--- src/rtl/nco_seq.sv ---
// nco_seq: command FIFO plus sequencer that drives the NCO FTW / virtual-Z / phase-advance strobes.
// Defining NCO_SEQ_STATS_EN adds the play_cnt output (saturating count of phase-advance cycles).
module nco_seq #(
   parameter int N            = 22,
   parameter int Z_CORR_WIDTH = 12,
   parameter int DUR_WIDTH    = 8,
   parameter int FIFO_DEPTH   = 4
) (
   input  logic                    clk,
   input  logic                    rst,
   input  logic                    flush,
   input  logic                    cmd_valid,
   output logic                    cmd_ready,
   input  logic [1:0]              cmd_op,
   input  logic [N-1:0]            cmd_data,
   input  logic [DUR_WIDTH-1:0]    cmd_dur,
   output logic                    ftw_wr_en,
   output logic [N-1:0]            ftw_out,
   output logic                    z_corr_wr_en,
   output logic [Z_CORR_WIDTH-1:0] z_corr_out,
   output logic                    phase_wr_en,
   output logic                    busy
`ifdef NCO_SEQ_STATS_EN
   ,
   output logic [15:0]             play_cnt
`endif
);

   localparam int AW = $clog2(FIFO_DEPTH);
   localparam logic [AW:0] DEPTH_C = (AW+1)'(FIFO_DEPTH);

   typedef enum logic [2:0] {
      ST_IDLE = 3'd0,
      ST_FTW  = 3'd1,
      ST_ZC   = 3'd2,
      ST_PLAY = 3'd3,
      ST_WAIT = 3'd4
   } state_t;

   logic [1:0]              op_mem_r   [FIFO_DEPTH];
   logic [N-1:0]            data_mem_r [FIFO_DEPTH];
   logic [DUR_WIDTH-1:0]    dur_mem_r  [FIFO_DEPTH];
   logic [AW-1:0]           rd_ptr_r;
   logic [AW-1:0]           wr_ptr_r;
   logic [AW:0]             count_r;

   state_t                  state_r;
   logic [DUR_WIDTH-1:0]    cnt_r;
   logic                    ftw_wr_en_r;
   logic [N-1:0]            ftw_out_r;
   logic                    z_corr_wr_en_r;
   logic [Z_CORR_WIDTH-1:0] zacc_r;
   logic                    phase_wr_en_r;

   logic                    fifo_full_s;
   logic                    fifo_empty_s;
   logic                    push_s;
   logic                    pop_s;
   logic                    last_s;
   logic [1:0]              head_op_s;
   logic [N-1:0]            head_data_s;
   logic [DUR_WIDTH-1:0]    head_dur_s;
   logic [DUR_WIDTH-1:0]    dur_m1_s;

   assign fifo_full_s  = (count_r == DEPTH_C);
   assign fifo_empty_s = (count_r == (AW+1)'(0));
   assign cmd_ready    = !fifo_full_s && !flush;
   assign push_s       = cmd_valid && cmd_ready;
   assign pop_s        = last_s && !fifo_empty_s && !flush;

   assign head_op_s    = op_mem_r[rd_ptr_r];
   assign head_data_s  = data_mem_r[rd_ptr_r];
   assign head_dur_s   = dur_mem_r[rd_ptr_r];
   // A zero duration behaves as one cycle, so the counter never underflows.
   assign dur_m1_s     = (head_dur_s == {DUR_WIDTH{1'b0}}) ? {DUR_WIDTH{1'b0}}
                                                           : head_dur_s - DUR_WIDTH'(1);

   // Current op is in its final cycle (or no op is running), so the next head may dispatch.
   always_comb begin
      last_s = 1'b1;
      case (state_r)
         ST_IDLE, ST_FTW, ST_ZC: last_s = 1'b1;
         ST_PLAY, ST_WAIT:       last_s = (cnt_r == {DUR_WIDTH{1'b0}});
         default:                last_s = 1'b1;
      endcase
   end

   // Command storage; contents are don't-care until the pointers say otherwise.
   always_ff @(posedge clk) begin
      if (push_s) begin
         op_mem_r[wr_ptr_r]   <= cmd_op;
         data_mem_r[wr_ptr_r] <= cmd_data;
         dur_mem_r[wr_ptr_r]  <= cmd_dur;
      end
   end

   // FIFO pointers and occupancy; flush empties the queue and wins over push/pop.
   always_ff @(posedge clk) begin
      if (!rst) begin
         rd_ptr_r <= AW'(0);
         wr_ptr_r <= AW'(0);
         count_r  <= (AW+1)'(0);
      end else if (flush) begin
         rd_ptr_r <= AW'(0);
         wr_ptr_r <= AW'(0);
         count_r  <= (AW+1)'(0);
      end else begin
         if (push_s) wr_ptr_r <= wr_ptr_r + AW'(1);
         if (pop_s)  rd_ptr_r <= rd_ptr_r + AW'(1);
         count_r <= count_r + {{AW{1'b0}}, push_s} - {{AW{1'b0}}, pop_s};
      end
   end

   // Sequencer FSM with registered NCO strobes; zacc and ftw_out survive a flush.
   always_ff @(posedge clk) begin
      if (!rst) begin
         state_r        <= ST_IDLE;
         cnt_r          <= {DUR_WIDTH{1'b0}};
         ftw_wr_en_r    <= 1'b0;
         ftw_out_r      <= {N{1'b0}};
         z_corr_wr_en_r <= 1'b0;
         zacc_r         <= {Z_CORR_WIDTH{1'b0}};
         phase_wr_en_r  <= 1'b0;
      end else if (flush) begin
         state_r        <= ST_IDLE;
         cnt_r          <= {DUR_WIDTH{1'b0}};
         ftw_wr_en_r    <= 1'b0;
         z_corr_wr_en_r <= 1'b0;
         phase_wr_en_r  <= 1'b0;
      end else begin
         ftw_wr_en_r    <= 1'b0;
         z_corr_wr_en_r <= 1'b0;
         if (pop_s) begin
            case (head_op_s)
               2'b00: begin
                  state_r       <= ST_FTW;
                  ftw_wr_en_r   <= 1'b1;
                  ftw_out_r     <= head_data_s;
                  phase_wr_en_r <= 1'b0;
               end
               2'b01: begin
                  state_r        <= ST_ZC;
                  zacc_r         <= zacc_r + head_data_s[Z_CORR_WIDTH-1:0];
                  z_corr_wr_en_r <= 1'b1;
                  phase_wr_en_r  <= 1'b0;
               end
               2'b10: begin
                  state_r       <= ST_PLAY;
                  cnt_r         <= dur_m1_s;
                  phase_wr_en_r <= 1'b1;
               end
               default: begin
                  state_r       <= ST_WAIT;
                  cnt_r         <= dur_m1_s;
                  phase_wr_en_r <= 1'b0;
               end
            endcase
         end else if (last_s) begin
            state_r       <= ST_IDLE;
            cnt_r         <= {DUR_WIDTH{1'b0}};
            phase_wr_en_r <= 1'b0;
         end else begin
            cnt_r <= cnt_r - DUR_WIDTH'(1);
         end
      end
   end

   assign ftw_wr_en    = ftw_wr_en_r;
   assign ftw_out      = ftw_out_r;
   assign z_corr_wr_en = z_corr_wr_en_r;
   assign z_corr_out   = zacc_r;
   assign phase_wr_en  = phase_wr_en_r;
   assign busy         = (state_r != ST_IDLE) || !fifo_empty_s;

`ifdef NCO_SEQ_STATS_EN
   logic [15:0] play_cnt_r;

   // Saturating count of phase-advance cycles; only reset clears it.
   always_ff @(posedge clk) begin
      if (!rst) begin
         play_cnt_r <= 16'd0;
      end else if (phase_wr_en_r && (play_cnt_r != 16'hFFFF)) begin
         play_cnt_r <= play_cnt_r + 16'd1;
      end else begin
         play_cnt_r <= play_cnt_r;
      end
   end

   assign play_cnt = play_cnt_r;
`endif

endmodule

--- config.mk ---
export PLATFORM = sky130hd
export DESIGN_NAME = nco_seq
export DESIGN_NICKNAME = d
export VERILOG_FILES = /design/src/rtl/nco_seq.sv
export SDC_FILE = /design/constraint.sdc
export NUM_CORES = 1
export LEC_CHECK = 0
export BUFFER_PORTS_ARGS = -buffer_cell sky130_fd_sc_hd__buf_2
export CAP_MARGIN = 20
export CORE_UTILIZATION = 55
export DETAILED_ROUTE_END_ITERATION = 8
export PLACE_DENSITY_LB_ADDON = 0.25
export SYNTH_ARGS = -nofsm -noshare
export SYNTH_HDL_FRONTEND = slang
export SYNTH_SLANG_ARGS = --single-unit
--- constraint.sdc ---
create_clock -name clk -period 3.4 [get_ports clk]
set_input_delay 0.85 -clock clk [delete_from_list [all_inputs] [get_ports clk]]
set_output_delay 0.85 -clock clk [all_outputs]
set_load 0.02 [all_outputs]
; Yosys cells after proc, flatten, opt, wreduce, memory -nomap -nowiden
; Memories as Yosys holds them, arrays and structs flattened. A register that Yosys moved wholly into a read port is not among the register bits.
; Index checks and enable logic that the tools add are counted.
[totals]
register_bits = 55
latchBits = 0
mem_bits_rw = 128
mem_bits_ro = 0
in_bits = 36
out_inout_bits = 39
elab_cells = 70
memories = 3
[memory_table]
columns = name, depth, width, read_ports, rd_clocked_by_memory_dff, wr, line
row1 = data_mem_r, 4, 22, 1, 1, 1, 41  ; logic [N-1:0] data_mem_r [FIFO_DEPTH];
row2 = dur_mem_r, 4, 8, 1, 1, 1, 42  ; logic [DUR_WIDTH-1:0] dur_mem_r [FIFO_DEPTH];
row3 = op_mem_r, 4, 2, 1, 1, 1, 40  ; logic [1:0] op_mem_r [FIFO_DEPTH];
[classes]
addsub = 7
mul = 0
div_mod_pow = 0
n_lt_le_gt_ge = 0
n_eq_ne = 6
shifts = 0
n_mux = 21
bitwise = 3
reduce_logical = 20
[op_table]
columns = operator, n
row1 = 2-to-1 mux 8 bit, 4
row2 = zero test 8 bit, 2
row3 = "subtractor 8 x 1 -> 8 bit, second input constant", 2
row4 = adder 12 bit, 1
row5 = 2-to-1 mux 2 bit, 6
row6 = case mux 3 bit (3 select lines), 1
row7 = 2-to-1 mux 1 bit, 8
row8 = "== test 3 bit, second input constant", 2
row9 = 2-to-1 mux 3 bit, 2
row10 = AND reduction 3 bit, 2
row11 = OR reduction 2 bit, 3
row12 = "adder 2 x 1 -> 2 bit, second input constant", 2
row13 = logical AND 1 bit, 4
row14 = adder 3 x 1 -> 3 bit, 1
row15 = "== test 3 x 2 -> 1 bit, second input constant", 1
row16 = zero test 1 bit, 3
row17 = zero test 3 bit, 1
row18 = NOT 1 bit, 3
row19 = nonzero test 3 bit, 1
row20 = OR reduction 3 bit, 1
row21 = subtractor 3 x 1 -> 3 bit, 1
row22 = "== test 2 x 1 -> 1 bit, second input constant", 1
row23 = "== test 2 bit, second input constant", 1
row24 = zero test 2 bit, 1
row25 = 3 further kinds, 3

; Depth between registers and ports, before layout
; Gate-level depths: netlist of the first run.
[depth]
ltp_word = 7
ltp_mapped = 14
mapped_depth_nobuf = 13

; Least setup slack after synthesis of the first run
; OpenSTA, ideal clock, no wires.
[synth_path]
path_type = register to register
from = register (tool-made name)
to = register zacc_r[8], in the netlist z_corr_out[8]
setup_ns = 0.079
t_arrival_ns = 3.095
required_time_ns = 3.321
slack_ns = 0.226
stages_incl_launch_ff = 12
path_buffers = 2
period_less_slack_ns = 3.174
path_cell_list = dfxtp_1 clkbuf_1 clkbuf_1 mux4_2 ha_1 fa_1 a21o_1 a21oi_1 o211ai_1 a21o_1 a211o_1 o211ai_1
[synth_lines]
columns = element, line
row1 = to (signal assigned), 122  ; zacc_r <= {Z_CORR_WIDTH{1'b0}};
row2 = to (signal assigned), 143  ; zacc_r <= zacc_r + head_data_s[Z_CORR_WIDTH-1:0];
row3 = to (decl), 52  ; logic [Z_CORR_WIDTH-1:0] zacc_r;

; Final worst setup path of the first run
[layout_path]
from = register cnt_r[0]
to = register count_r[2]
[layout_between]
elab_chain_cells = 5
[layout_lines]
columns = element, line
row1 = from (decl), 48  ; logic [DUR_WIDTH-1:0] cnt_r;
row2 = from (signal assigned), 118  ; cnt_r <= {DUR_WIDTH{1'b0}};
row3 = from (signal assigned), 126  ; cnt_r <= {DUR_WIDTH{1'b0}};
row4 = from (signal assigned), 149  ; cnt_r <= dur_m1_s;
row5 = zero test 8 bit, 83  ; ST_PLAY, ST_WAIT: last_s = (cnt_r == {DUR_WIDTH{1'b0}});
row6 = 2-to-1 mux 1 bit, 81  ; case (state_r)
row7 = logical AND 1 bit (2 in series), 69  ; assign pop_s = last_s && !fifo_empty_s && !flush;
row8 = subtractor 3 x 1 -> 3 bit, 110  ; count_r <= count_r + {{AW{1'b0}}, push_s} - {{AW{1'b0}}, pop_s};
row9 = to (signal assigned), 102  ; count_r <= (AW+1)'(0);
row10 = to (signal assigned), 106  ; count_r <= (AW+1)'(0);
row11 = to (signal assigned), 110
row12 = to (decl), 45  ; logic [AW:0] count_r;
; Every way passes these cells.
; A chain may end at the register's enable or synchronous reset.

==> results of run 1 <==
## logic make-up after synthesis
kind of cell / share of synthesized area, %
AOI/OAI and AO/OA: 7.114
DFF: 64.27
adders and majority gates: 4.549
xor gates and xnor gates: 2.258
muxes: 10.47
buffers and inverters: 2.242
and+or+nand+nor: 9.098
## sequential cells by signal, summed over array words and instances (netlist names), named ones only
name          cells
rd_ptr_r          2
cnt_r             8
wr_ptr_r          2
z_corr_wr_en      1
data_mem_r       88
z_corr_out       12
op_mem_r          8
count_r           3
dur_mem_r        32
ftw_wr_en         1
state_r           3
ftw_out          22
phase_wr_en       1
## worst paths after layout
path | slack (ns) | startpoint | to
setup reg to reg | 0.40 | cnt_r[0]$_SDFFE_PP0P_ | count_r[2]$_SDFF_PP0_
hold / removal | 0.46 | ftw_out[7]$_SDFFE_PN0P_ | ftw_out[7]$_SDFFE_PN0P_
setup / recovery | 0.40 | cnt_r[0]$_SDFFE_PP0P_ | count_r[2]$_SDFF_PP0_
hold reg to reg | 0.46 | ftw_out[7]$_SDFFE_PN0P_ | ftw_out[7]$_SDFFE_PN0P_
## cell usage after synthesis, types with 2 or more instances
| cell type | count |
|---|---|
| inv_1 | 15 |
| nor2_1 | 22 |
| o21ai_0 | 13 |
| nand4b_1 | 3 |
| dfxtp_1 | 57 |
| edfxtp_1 | 128 |
| nand2b_1 | 3 |
| o211a_1 | 2 |
| nor3b_1 | 4 |
| clkbuf_1 | 18 |
| nor3_1 | 5 |
| and3_1 | 6 |
| a2bb2oi_1 | 2 |
| a21oi_1 | 18 |
| xor2_1 | 8 |
| nor4_2 | 3 |
| a22oi_1 | 4 |
| nor2b_1 | 2 |
| buf_2 | 3 |
| nand2_1 | 75 |
| mux2i_1 | 5 |
| fa_1 | 2 |
| nand4_1 | 4 |
| mux4_1 | 8 |
| xnor2_1 | 12 |
| nand3b_1 | 2 |
| and2_1 | 3 |
| ha_1 | 25 |
| o211ai_1 | 3 |
| mux4_2 | 24 |
| a21boi_0 | 26 |
| nand3_1 | 13 |
| a21o_1 | 4 |
## power by group through the flow
stage	clock network [W]	registers, W	logic, W
floorplan	0	0.00252	0.000187
finish	0.00200	0.00246	0.000297
detailed placement	0	0.00251	0.000296
global placement	0	0.00251	0.000283
CTS	0.00202	0.00246	0.000298
global route	0.00211	0.00246	0.000327
## worst min-delay path, stage by stage, from the launching register on
cell	delay (ns)
dfxtp_1	0.31
nand2_1	0.04
a21boi_0	0.06
## stage by stage
| step | instances | instance area, sq um | worst slack, ns | utilization (%) |
|---|---|---|---|---|
| 6_report | 820 | 8970 | 0.3978 | 64.87 |
| 5_1_grt | 819 | 8967 | 0.1733 | 64.85 |
| 4_1_cts | 818 | 8965 | 0.4099 | 64.84 |
| 3_5_place_dp | 786 | 8363 | 0.4275 | 60.48 |
| 3_3_place_gp | 786 | 8363 | 0.6196 | 60.48 |
| 2_1_floorplan | 539 | 7756 | 0.2256 | - |
## metal layers
| layer | share of wire, % | global-route usage (%) | up-vias |
|---|---|---|---|
| li1 | - | - | 2195 |
| met1 | 44 | 28.82 | 2337 |
| met2 | 48 | 35.78 | 143 |
| met3 | 6.4 | 6.321 | 15 |
| met4 | 1.2 | 7.176 | 0 |
| met5 | 0 | 0 | - |
## cell type report
type                            instances  area (sq um)  share of cell area, %
Timing Repair Buffer                   91         498.0                  5.552
Multi-Input combinational cell        315          2597                  28.96
Sequential cell                       185          4986                  55.59
Clock buffer                           19         442.9                  4.938
Clock inverter                         13         158.9                  1.772
Tap cell                              180         225.2                  2.511
Antenna cell                            2         5.005                0.05580
Inverter                               15         56.30                 0.6277
==> metrics.log, run 1 <==
[metrics] maximum fanout along the worst path: 6
[metrics] async set-or-reset flop fraction in the synthesized netlist: 0%
[metrics] Post-layout nets: between 600 and 700
[metrics] Fin. Hold Viols: 0
[metrics] cts-stage hold buffer count: 0
[metrics] HPWL Detailed: 9.692 mm
[metrics] Levels on crit path: 13
[metrics] number of inserted filler cells in the final layout: roughly 960
[metrics] Bufs on Longest Clock Path: 2
[metrics] Power, Total: 0.004759 W
[metrics] power share of the combinational group: 6.2%
[metrics] grt total ovfl: 0
[metrics] antenna violations before repair: 2
[metrics] sequence of cells on the critical path: inv_1, ha_1, nor3b_1, a2bb2oi_1, nor3_1, ha_1, inv_1, ha_1, inv_1, fa_1, xor2_1, xnor2_1, nor2_1
[metrics] part of the total power dissipated in the clock network: between 40% and 50%
[metrics] synthesis warning total: 0
[metrics] vias in the first global route: 4,627
[metrics] number of buffers added on ports: 74
[metrics] classification of the worst-slack hold path: reg2reg
[metrics] CTS tree: done
[metrics] Die H: roughly 120 um
[metrics] Final period util: 88.30%
[metrics] tightest hold margin: between 0.4 and 0.5 ns
[metrics] delay of the slowest critical-path stage: ~0.41 ns
[metrics] fmax: about 330 MHz
[metrics] dominant delay contributor by cell family on the critical path: adder cells
[metrics] ranking of synthesized cells by area: edfxtp_1 (50%), dfxtp_1 (15%), mux4_2 (7.0%), ha_1 (4.0%), nand2_1 (3.6%)
[metrics] Antenna Violating Nets Remaining: 0
[metrics] max-capacitance violation count: 0
[metrics] I/O pin count: 75
[metrics] number of clock sinks: between 150 and 200
[metrics] number of buffers created by CTS: 17
[metrics] r2r worst-path depth: 13
[metrics] Yosys cell types: 50
[metrics] Synthesized Nets: 602
[metrics] Placer Congestion: about 0.85
[metrics] overall fraction of global-route tracks in use: between 20% and 30%
[metrics] die extent in x: 120.8 um
[metrics] Mapped Avg Cell Area: around 14 sq um
[metrics] required time at the worst-slack endpoint: around 3.7 ns
[metrics] net switching component of the power: about 0.0011 W
[metrics] number of vias in the routed layout: roughly 4,700
[metrics] ratio of cells with drive above 1 in the final layout: between 20% and 30%
[metrics] average wire per cell in the routed design: 18.34 um
[metrics] number of storage elements in the synthesis netlist: between 150 and 200
[metrics] clock input transition at the sequential cells of the worst setup and hold paths: roughly 0.070 ns
[metrics] startpoint class of the critical path: register
[metrics] CP bufs+invs: 3
[metrics] result of the run: completed
[metrics] area grow syn2layout: 15.65%
[metrics] pins over their slew limit: 0
[metrics] crit path time final: between 3 and 4 ns
[metrics] tightest slew margin relative to the limit: around 57%
[metrics] worst-margin pin slew: between 0.6 and 0.7 ns
[metrics] Yosys top cell area share: between 40% and 50%
[metrics] type of the setup path with the least slack: reg2reg
[metrics] count of cells resized by post-cts repair: 0
[metrics] power density over the cells: approximately 530 nW/um^2
[metrics] RSZ-0062 raised after global routing: no
[metrics] post-synthesis sequential area ratio: 64.27%
[metrics] Sum Neg Setup Slack: 0 ns
[metrics] number of vias per cell: between 5 and 6
[metrics] count of H-tree levels built during CTS: 4
[metrics] commonest non-fill, non-tap cell in the layout: edfxtp_1
[metrics] top_reg_cell synth: edfxtp_1
[metrics] library cell contributing the largest single delay on the critical path: nor3b_1
[metrics] arrival time reported for the critical path endpoint: around 3.3 ns
[metrics] Pint: 0.003691 W
[metrics] setup bufs post-CTS: 0
[metrics] portion of total power attributed to sequential cells: about half
[metrics] first-pass GRT wire length: approximately 24 mm
[metrics] Post-Synthesis Cell Area: between 7000 and 8000 sq um
[metrics] switching portion of total power: between 20% and 30%
[metrics] starting density of the core: between 50% and 60%
[metrics] first-pass iteration count of the detailed router: 7
[metrics] worst-case vdd ir drop: between 0.4 and 0.5 mV
[metrics] biggest area consumer among synthesized cells: edfxtp_1
[metrics] Std-Cell Rows: 43
[metrics] total wirelength of the detailed-routed design: 15.04 mm
[metrics] commonest cells after routing, fill and taps aside: edfxtp_1 (128), nand2_1 (75), buf_2 (74), dfxtp_1 (56), a21boi_0 (26)
[metrics] number of DRC markers after the initial detailed-route iteration: roughly 420
[metrics] hold path depth: 2
[metrics] core footprint: about 14,000 sq um
[metrics] count of flip-flops with a built-in enable after synthesis: roughly 130
[metrics] Die Footprint: about 15,000 sq um
[metrics] total setup violations reported at the end of the flow: 0
[metrics] final clock skew: 0.008788 ns
[metrics] root buffer selected by CTS: clkbuf_16
[metrics] kind of capture point of the worst setup path: register
[metrics] synthesized instance count: approximately 540
[metrics] pin count of the biggest net entering global routing: 43
[metrics] Skew-Pair Late Insertion Delay: around 0.43 ns
[metrics] leakage power total: roughly 3.3 nW
[metrics] DRC viols: 0
(Power assumes the default switching activity.)
==> inputs of run 2 (changes only) <==
--- a/config.mk
+++ b/config.mk
@@ -7,7 +7,7 @@
 export LEC_CHECK = 0
 export BUFFER_PORTS_ARGS = -buffer_cell sky130_fd_sc_hd__buf_2
 export CAP_MARGIN = 20
-export CORE_UTILIZATION = 55
+export CORE_UTILIZATION = 53
 export DETAILED_ROUTE_END_ITERATION = 8
 export PLACE_DENSITY_LB_ADDON = 0.25
 export SYNTH_ARGS = -nofsm -noshare
==> constraint.sdc (replaced) <==
create_clock -name clk -period 2.6 [get_ports clk]
set_input_delay 0.65 -clock clk [delete_from_list [all_inputs] [get_ports clk]]
set_output_delay 0.65 -clock clk [all_outputs]
set_load 0.02 [all_outputs]
==> run 2 against run 1 <==
Compared with the run above: the flow now finishes with violations (negative setup slack); sequential power increased by 31%; critical endpoint is now z_corr_out[10]$_SDFFE_PN0P_; cell area rose by 3.5%; first-iteration DRC count is 9.8% lower; die area is 3.7% higher; clock skew about the same; highest routed layer is now met5; worst setup slack lost 0.46 ns; via count grew 2.4%; clock-buffer cell count stayed put; global-route usage is essentially flat; wire length rose by 2.3%.
==> metrics.log, run 2 (synthesis gave the netlist of run 1 again) <==
[metrics] result of the run: complete, but fails checks (was completed)
[metrics] failing checks: negative setup slack
[metrics] number of buffers created by CTS: 17 (unchanged)
[metrics] portion of total power attributed to sequential cells: 51.4% (was 51.7%)
[metrics] number of buffers added on ports: 74 (unchanged)
[metrics] number of clock sinks: 185 (unchanged)
[metrics] number of vias per cell: 5.711 (was 5.720)
[metrics] Setup WS post-layout: -0.06547 ns (was 0.3978 ns)
[metrics] core footprint: 14,100 sq um (was 13,830 sq um)
[metrics] commonest non-fill, non-tap cell in the layout: edfxtp_1 (unchanged)
[metrics] tightest hold margin: 0.4339 ns (was 0.4595 ns)
[metrics] worst-case vdd ir drop: 0.5142 mV (was 0.4784 mV)
[metrics] average wire per cell in the routed design: 18.30 um (was 18.34 um)
[metrics] worst-margin pin slew: 0.5744 ns (was 0.6376 ns)
[metrics] crit path time final: 2.665 ns (was 3.002 ns)
[metrics] HPWL Detailed: 10.28 mm (was 9.692 mm)
[metrics] antenna violations before repair: 2 (unchanged)
[metrics] Die Footprint: 15,120 sq um (was 14,580 sq um)
[metrics] overall fraction of global-route tracks in use: 22.07% (was 22.09%)
[metrics] vias in the first global route: 4,817 (was 4,627)
[metrics] root buffer selected by CTS: clkbuf_16 (unchanged)
[metrics] part of the total power dissipated in the clock network: 41.7% (was 42.0%)
[metrics] commonest cells after routing, fill and taps aside: edfxtp_1 (128), nand2_1 (75), buf_2 (74), dfxtp_1 (56), buf_4 (31) (was edfxtp_1 (128), nand2_1 (75), buf_2 (74), dfxtp_1 (56), a21boi_0 (26))
[metrics] I/O pin count: 75 (unchanged)
[metrics] r2r worst-path depth: 9 (was 13)
[metrics] fmax: 375.2 MHz (was 333.1 MHz)
[metrics] grt total ovfl: 0 (unchanged)
[metrics] number of vias in the routed layout: 4,803 (was 4,690)
[metrics] tightest slew margin relative to the limit: 61.71% (was 57.40%)
[metrics] Util after Layout: 65.88% (was 64.87%)
[metrics] number of inserted filler cells in the final layout: 1,000 (was 956)
[metrics] sequence of cells on the critical path: mux4_2, ha_4, fa_2, a21o_1, a21oi_2, o211ai_1, a221o_1, a21oi_2, nand4b_1 (was inv_1, ha_1, nor3b_1, a2bb2oi_1, nor3_1, ha_1, inv_1, ha_1, inv_1, fa_1, xor2_1, xnor2_1, nor2_1)
[metrics] reg2reg end: z_corr_out[10]$_SDFFE_PN0P_ (was count_r[2]$_SDFF_PP0_)
[metrics] max reg flops: 88 (unchanged)
[metrics] total setup violations reported at the end of the flow: 3 (was 0)
[metrics] Std-Cell Rows: 43 (unchanged)
[metrics] Fin. Hold Viols: 0 (unchanged)
[metrics] Post-layout nets: 710 (was 688)
[metrics] cts-stage hold buffer count: 0 (unchanged)
[metrics] count of H-tree levels built during CTS: 4 (unchanged)
[metrics] cell count after placement: 803 (was 786)
[metrics] Power, Total: 0.006261 W (was 0.004759 W)
[metrics] DRC viols: 0 (unchanged)
[metrics] switching portion of total power: 21.58% (was 22.45%)
[metrics] number of DRC markers after the initial detailed-route iteration: 378 (was 419)
[metrics] RSZ-0062 raised after global routing: yes (was no)
[metrics] final non-filler cell total: 841 (was 820)
[metrics] power share of the combinational group: 6.8% (was 6.2%)
[metrics] leakage power total: 3.438 nW (was 3.296 nW)
[metrics] final clock skew: 0.009212 ns (was 0.008788 ns)
[metrics] Bufs on Longest Clock Path: 2 (unchanged)
[metrics] max-capacitance violation count: 0 (unchanged)
[metrics] Final period util: 102.5% (was 88.30%)
[metrics] net switching component of the power: 0.001351 W (was 0.001069 W)
[metrics] worst slack, placed: -0.03395 ns (was 0.4275 ns)
[metrics] slack of the worst reg-to-reg path: -0.07 ns (was 0.40 ns)
[metrics] pin count of the biggest net entering global routing: 44 (was 43)
[metrics] total wirelength of the detailed-routed design: 15.39 mm (was 15.04 mm)
[metrics] maximum fanout along the worst path: 4 (was 6)
[metrics] library cell contributing the largest single delay on the critical path: mux4_2 (was nor3b_1)
[metrics] power density over the cells: 674.2 nW/um^2 (was 530.6 nW/um^2)
[metrics] kind of capture point of the worst setup path: register (unchanged)
[metrics] Placer Congestion: 0.8386 (was 0.8503)
[metrics] startpoint class of the critical path: register (unchanged)
[metrics] arrival time reported for the critical path endpoint: 3.04 ns (was 3.30 ns)
[metrics] clock input transition at the sequential cells of the worst setup and hold paths: 0.07 ns (about the same)
[metrics] Skew-Pair Late Insertion Delay: 0.43 ns (about the same)
[metrics] capture point of the critical path: z_corr_out[10]$_SDFFE_PN0P_ (was count_r[2]$_SDFF_PP0_)
[metrics] delay of the slowest critical-path stage: 0.54 ns (was 0.41 ns)
[metrics] required time at the worst-slack endpoint: 2.97 ns (was 3.70 ns)
[metrics] first-pass iteration count of the detailed router: 5 (was 7)
[metrics] largest register by flop count: data_mem_r (unchanged)
[metrics] area grow syn2layout: 19.73% (was 15.65%)
[metrics] Die H: 123.0 um (was 120.8 um)
[metrics] Antenna Violating Nets Remaining: 0 (unchanged)
[metrics] type of the setup path with the least slack: reg2reg (unchanged)
[metrics] Pint: 0.004910 W (was 0.003691 W)
[metrics] ratio of cells with drive above 1 in the final layout: 28.33% (was 23.98%)
[metrics] most used cell, CP: a21oi_2
[metrics] die extent in x: 123.0 um (was 120.8 um)
[metrics] CTS tree: done (unchanged)
[metrics] pins over their slew limit: 0 (unchanged)
[metrics] starting density of the core: 55.02% (was 56.09%)
[metrics] classification of the worst-slack hold path: in2reg (was reg2reg)
[metrics] first-pass GRT wire length: 24.43 mm (was 23.85 mm)
==> run 2: repair_timing <==
item / CTS / global route
pin swaps: 0 / 12
endpoints found under the setup margin: 3 / 8
gates resized for setup: 4 / 10
setup buffers: 0 / 5
cloned: 0 / 0
==> run 2: worst min path at each step <==
stage          cells after the start                      from                     endpoint
3_5_place_dp                       2  ftw_out[17]$_SDFFE_PN0P_     ftw_out[17]$_SDFFE_PN0P_
6_report                           1              cmd_data[18]  data_mem_r[1][18]$_DFFE_PP_
5_1_grt                            1              cmd_data[10]  data_mem_r[0][10]$_DFFE_PP_
3_3_place_gp                       2   ftw_out[3]$_SDFFE_PN0P_      ftw_out[3]$_SDFFE_PN0P_
4_1_cts                            1              cmd_data[10]  data_mem_r[2][10]$_DFFE_PP_
2_1_floorplan                      2  rd_ptr_r[1]$_SDFFE_PP0N_                     register
==> run 2: worst max-delay path, delay by kind of cell, from the launching register on <==
| kind | cells | cell delay [ns] |
|---|---|---|
| AND/OR/NAND/NOR | 1 | 0.12 |
| multiplexers | 1 | 0.54 |
| adder cells (fa/ha/maj) | 2 | 0.53 |
| flip-flops | 1 | 0.37 |
| AO/OA/AOI/OAI | 5 | 1.04 |
==> run 2: layout make-up <==
type                            instances  area [sq um]  area share [%]
Antenna cell                            1         2.502         0.02695
Sequential cell                       185          4989           53.72
Clock buffer                           19         432.9           4.662
Tap cell                              180         225.2           2.425
Timing Repair Buffer                  113         754.5           8.124
Inverter                               15         56.30          0.6063
Multi-Input combinational cell        315          2661           28.66
Clock inverter                         13         165.2           1.778
==> run 2: metal layers <==
metal | share of wire (%) | GRT usage, %
met1 | 44 | 28.69
met2 | 48 | 36.13
met3 | 6.0 | 6.181
met4 | 1.5 | 7.003
met5 | 0.084 | 0
==> run 2: through the flow <==
stage	TNS [ns]	area [sq um]
floorplan	-0.4459	7810
global placement	0	8608
detailed placement	-0.05222	8608
CTS	-0.04070	9228
global route	-0.4800	9284
finish	-0.08460	9286
==> run 2: power groups by stage <==
stage	combinational, W	clock [W]	sequential (W)
floorplan	0.000252	0	0.00329
global placement	0.000401	0	0.00328
detailed placement	0.000417	0	0.00329
CTS	0.000423	0.00265	0.00322
global route	0.000468	0.00275	0.00322
finish	0.000428	0.00261	0.00322
==> inputs of run 3 (changes only) <==
--- a/config.mk
+++ b/config.mk
@@ -7,7 +7,9 @@
 export LEC_CHECK = 0
 export BUFFER_PORTS_ARGS = -buffer_cell sky130_fd_sc_hd__buf_2
 export CAP_MARGIN = 20
-export CORE_UTILIZATION = 53
+export CELL_PAD_IN_SITES_DETAIL_PLACEMENT = 1
+export CELL_PAD_IN_SITES_GLOBAL_PLACEMENT = 2
+export CORE_UTILIZATION = 38
 export DETAILED_ROUTE_END_ITERATION = 8
 export PLACE_DENSITY_LB_ADDON = 0.25
 export SYNTH_ARGS = -nofsm -noshare
==> run 3 against run 2 <==
Compared with the run above: the run still ends with negative setup slack left; flip-flop and latch count is the same; worst setup slack gained 0.021 ns; first-iteration DRC count shrank 30%; critical path type unchanged.
==> metrics.log, run 3 (synthesis gave the netlist of run 1 again) <==
[metrics] sequence of cells on the critical path: mux4_2, ha_4, fa_2, a21o_1, a21oi_2, o211ai_1, a221o_1, nand3_1, nand4b_1 (was mux4_2, ha_4, fa_2, a21o_1, a21oi_2, o211ai_1, a221o_1, a21oi_2, nand4b_1)
[metrics] Die H: 144.9 um (was 123.0 um)
[metrics] startpoint class of the critical path: register (unchanged)
[metrics] HPWL Detailed: 11.67 mm (was 10.28 mm)
[metrics] total wirelength of the detailed-routed design: 17.33 mm (was 15.39 mm)
[metrics] pin count of the biggest net entering global routing: 44 (unchanged)
[metrics] Power, Total: 0.006298 W (was 0.006261 W)
[metrics] first-pass GRT wire length: 26.93 mm (was 24.43 mm)
[metrics] Skew-Pair Late Insertion Delay: 0.43 ns (about the same)
[metrics] Die Footprint: 20,990 sq um (was 15,120 sq um)
[metrics] number of inserted filler cells in the final layout: 2,004 (was 1,000)
[metrics] first-pass iteration count of the detailed router: 4 (was 5)
[metrics] worst-margin pin slew: 0.6689 ns (was 0.5744 ns)
[metrics] required time at the worst-slack endpoint: 2.91 ns (was 2.97 ns)
[metrics] power density over the cells: 662.8 nW/um^2 (was 674.2 nW/um^2)
[metrics] delay of the slowest critical-path stage: 0.57 ns (was 0.54 ns)
[metrics] result of the run: complete, but fails checks (unchanged)
[metrics] cts-stage hold buffer count: 0 (unchanged)
[metrics] grt total ovfl: 0 (unchanged)
[metrics] worst-case vdd ir drop: 0.5072 mV (was 0.5142 mV)
[metrics] DRC viols: 0 (unchanged)
[metrics] kind of capture point of the worst setup path: register (unchanged)
[metrics] reg2reg end: z_corr_out[10]$_SDFFE_PN0P_ (unchanged)
[metrics] RSZ-0062 raised after global routing: yes (unchanged)
[metrics] commonest cells after routing, fill and taps aside: edfxtp_1 (128), nand2_1 (75), buf_2 (74), dfxtp_1 (55), buf_4 (35) (was edfxtp_1 (128), nand2_1 (75), buf_2 (74), dfxtp_1 (56), buf_4 (31))
[metrics] pins over their slew limit: 0 (unchanged)
[metrics] leakage power total: 3.489 nW (was 3.438 nW)
[metrics] vias in the first global route: 5,074 (was 4,817)
[metrics] max reg flops: 88 (unchanged)
[metrics] total setup violations reported at the end of the flow: 2 (was 3)
[metrics] CTS tree: done (unchanged)
[metrics] Fin. Hold Viols: 0 (unchanged)
[metrics] number of vias in the routed layout: 4,748 (was 4,803)
[metrics] library cell contributing the largest single delay on the critical path: mux4_2 (unchanged)
[metrics] core footprint: 19,720 sq um (was 14,100 sq um)
[metrics] maximum fanout along the worst path: 4 (unchanged)
[metrics] largest register by flop count: data_mem_r (unchanged)
[metrics] root buffer selected by CTS: clkbuf_16 (unchanged)
[metrics] Antenna Violating Nets Remaining: 0 (unchanged)
[metrics] dominant delay contributor by cell family on the critical path: compound AO/OA/AOI/OAI gates (unchanged)
[metrics] final clock skew: 0.01234 ns (was 0.009212 ns)
[metrics] crit path time final: 2.644 ns (was 2.665 ns)
[metrics] Post-layout nets: 715 (was 710)
[metrics] failing checks: negative setup slack (unchanged)
[metrics] type of the setup path with the least slack: reg2reg (unchanged)
[metrics] Bufs on Longest Clock Path: 2 (unchanged)
[metrics] cell count after placement: 893 (was 803)
[metrics] I/O pin count: 75 (unchanged)
[metrics] Sum Neg Setup Slack: -0.07326 ns (was -0.08460 ns)
[metrics] tightest slew margin relative to the limit: 55.32% (was 61.71%)
[metrics] Setup WS post-layout: -0.04412 ns (was -0.06547 ns)
[metrics] ratio of cells with drive above 1 in the final layout: 30.23% (was 28.33%)
[metrics] Placer Congestion: 0.8175 (was 0.8386)
[metrics] tightest hold margin: 0.4291 ns (was 0.4339 ns)
[metrics] slack of the worst reg-to-reg path: -0.04 ns (was -0.07 ns)
[metrics] CP bufs+invs: 0 (unchanged)
[metrics] average wire per cell in the routed design: 18.58 um (was 18.30 um)
[metrics] Std-Cell Rows: 51 (was 43)
[metrics] capture point of the critical path: z_corr_out[10]$_SDFFE_PN0P_ (unchanged)
[metrics] number of vias per cell: 5.089 (was 5.711)
[metrics] die extent in x: 144.9 um (was 123.0 um)
[metrics] commonest non-fill, non-tap cell in the layout: edfxtp_1 (unchanged)
[metrics] count of H-tree levels built during CTS: 4 (unchanged)
[metrics] Final period util: 101.7% (was 102.5%)
[metrics] starting density of the core: 39.34% (was 55.02%)
[metrics] Levels on crit path: 9 (unchanged)
[metrics] antenna violations before repair: 2 (unchanged)
[metrics] area grow syn2layout: 22.50% (was 19.73%)
[metrics] final non-filler cell total: 933 (was 841)
[metrics] number of buffers created by CTS: 17 (unchanged)
[metrics] overall fraction of global-route tracks in use: 17.53% (was 22.07%)
[metrics] classification of the worst-slack hold path: in2reg (unchanged)
[metrics] fmax: 378.2 MHz (was 375.2 MHz)
[metrics] r2r worst-path depth: 9 (unchanged)
[metrics] number of buffers added on ports: 74 (unchanged)
[metrics] max-capacitance violation count: 0 (unchanged)
[metrics] arrival time reported for the critical path endpoint: 2.96 ns (was 3.04 ns)
[metrics] clock input transition at the sequential cells of the worst setup and hold paths: 0.07 ns (about the same)
[metrics] number of DRC markers after the initial detailed-route iteration: 263 (was 378)
[metrics] number of clock sinks: 185 (unchanged)
run 3: cell count changes in the layout (fill, tap and decap cells not counted), moves of 2 or more:
cell | previous run | this run
xnor2_1 | 12 | 10
buf_4 | 31 | 35
diode_2 | 1 | 3
ha_4 | 1 | 3
inv_8 | 1 | 4
bufinv_16 | 3 | 1
mux4_2 | 25 | 27
xnor2_2 | 0 | 2
clkinv_8 | 0 | 2
clkbuf_8 | 0 | 2
clkbuf_1 | 2 | 0
mux4_1 | 7 | 5
run 3: where the power goes:
part           internal, W  total (W)  switching, W
clock network      0.00142    0.00263       0.00120
registers          0.00319    0.00322     0.0000252
logic             0.000200   0.000451      0.000251
run 3: how the worst min path moves through the flow:
stage                             start  slack [ns]                          to  cells after the start
2_1_floorplan  rd_ptr_r[1]$_SDFFE_PP0N_        0.48                    register                      2
3_3_place_gp    ftw_out[3]$_SDFFE_PN0P_        0.45     ftw_out[3]$_SDFFE_PN0P_                      2
3_5_place_dp    ftw_out[3]$_SDFFE_PN0P_        0.46     ftw_out[3]$_SDFFE_PN0P_                      2
4_1_cts                     cmd_data[5]        0.41  data_mem_r[3][5]$_DFFE_PP_                      1
5_1_grt                     cmd_data[4]        0.42  data_mem_r[3][4]$_DFFE_PP_                      1
6_report                    cmd_data[4]        0.43  data_mem_r[3][4]$_DFFE_PP_                      1
run 3: layout make-up:
type | count | area (sq um) | area share, %
clock inverter | 13 | 155.1 | 1.633
sequential | 185 | 4990 | 52.52
multi-input combinational | 315 | 2704 | 28.46
tap | 265 | 331.6 | 3.490
inverter | 15 | 56.30 | 0.5926
timing repair buffer | 118 | 804.5 | 8.467
clock buffer | 19 | 452.9 | 4.767
antenna | 3 | 7.507 | 0.07901
run 3: metrics by stage:
step / util, % / cell area (sq um) / setup WS [ns]
floorplan: - / 7810 / -0.2010
global placement: 44.45 / 8765 / -0.01188
detailed placement: 44.45 / 8765 / -0.1451
CTS: 47.88 / 9442 / -0.03034
global route: 48.15 / 9494 / -0.1723
finish: 48.19 / 9502 / -0.04412
run 3: routing by layer:
layer  vias to the layer above  track usage [%]  share of wire (%)
li1                       2253                -                  -
met1                      2377            22.71                 46
met2                        97            28.62                 48
met3                        21            4.113                4.1
met4                         0            6.482                1.3
met5                         -                0                  0
run 3: repair_timing:
action | CTS | global route
pin swaps | 1 | 12
setup endpoints to repair | 4 | 11
buffers inserted | 6 | 2
gates resized for setup | 6 | 19
run 3: worst reg2reg max path, stage by stage (launching register included):
cell and delay [ns]:
dfxtp_4 0.40, mux4_2 0.57, ha_4 0.19, fa_2 0.33, a21o_1 0.17, a21oi_2 0.14
o211ai_1 0.16, a221o_1 0.38, nand3_1 0.10, nand4b_1 0.08
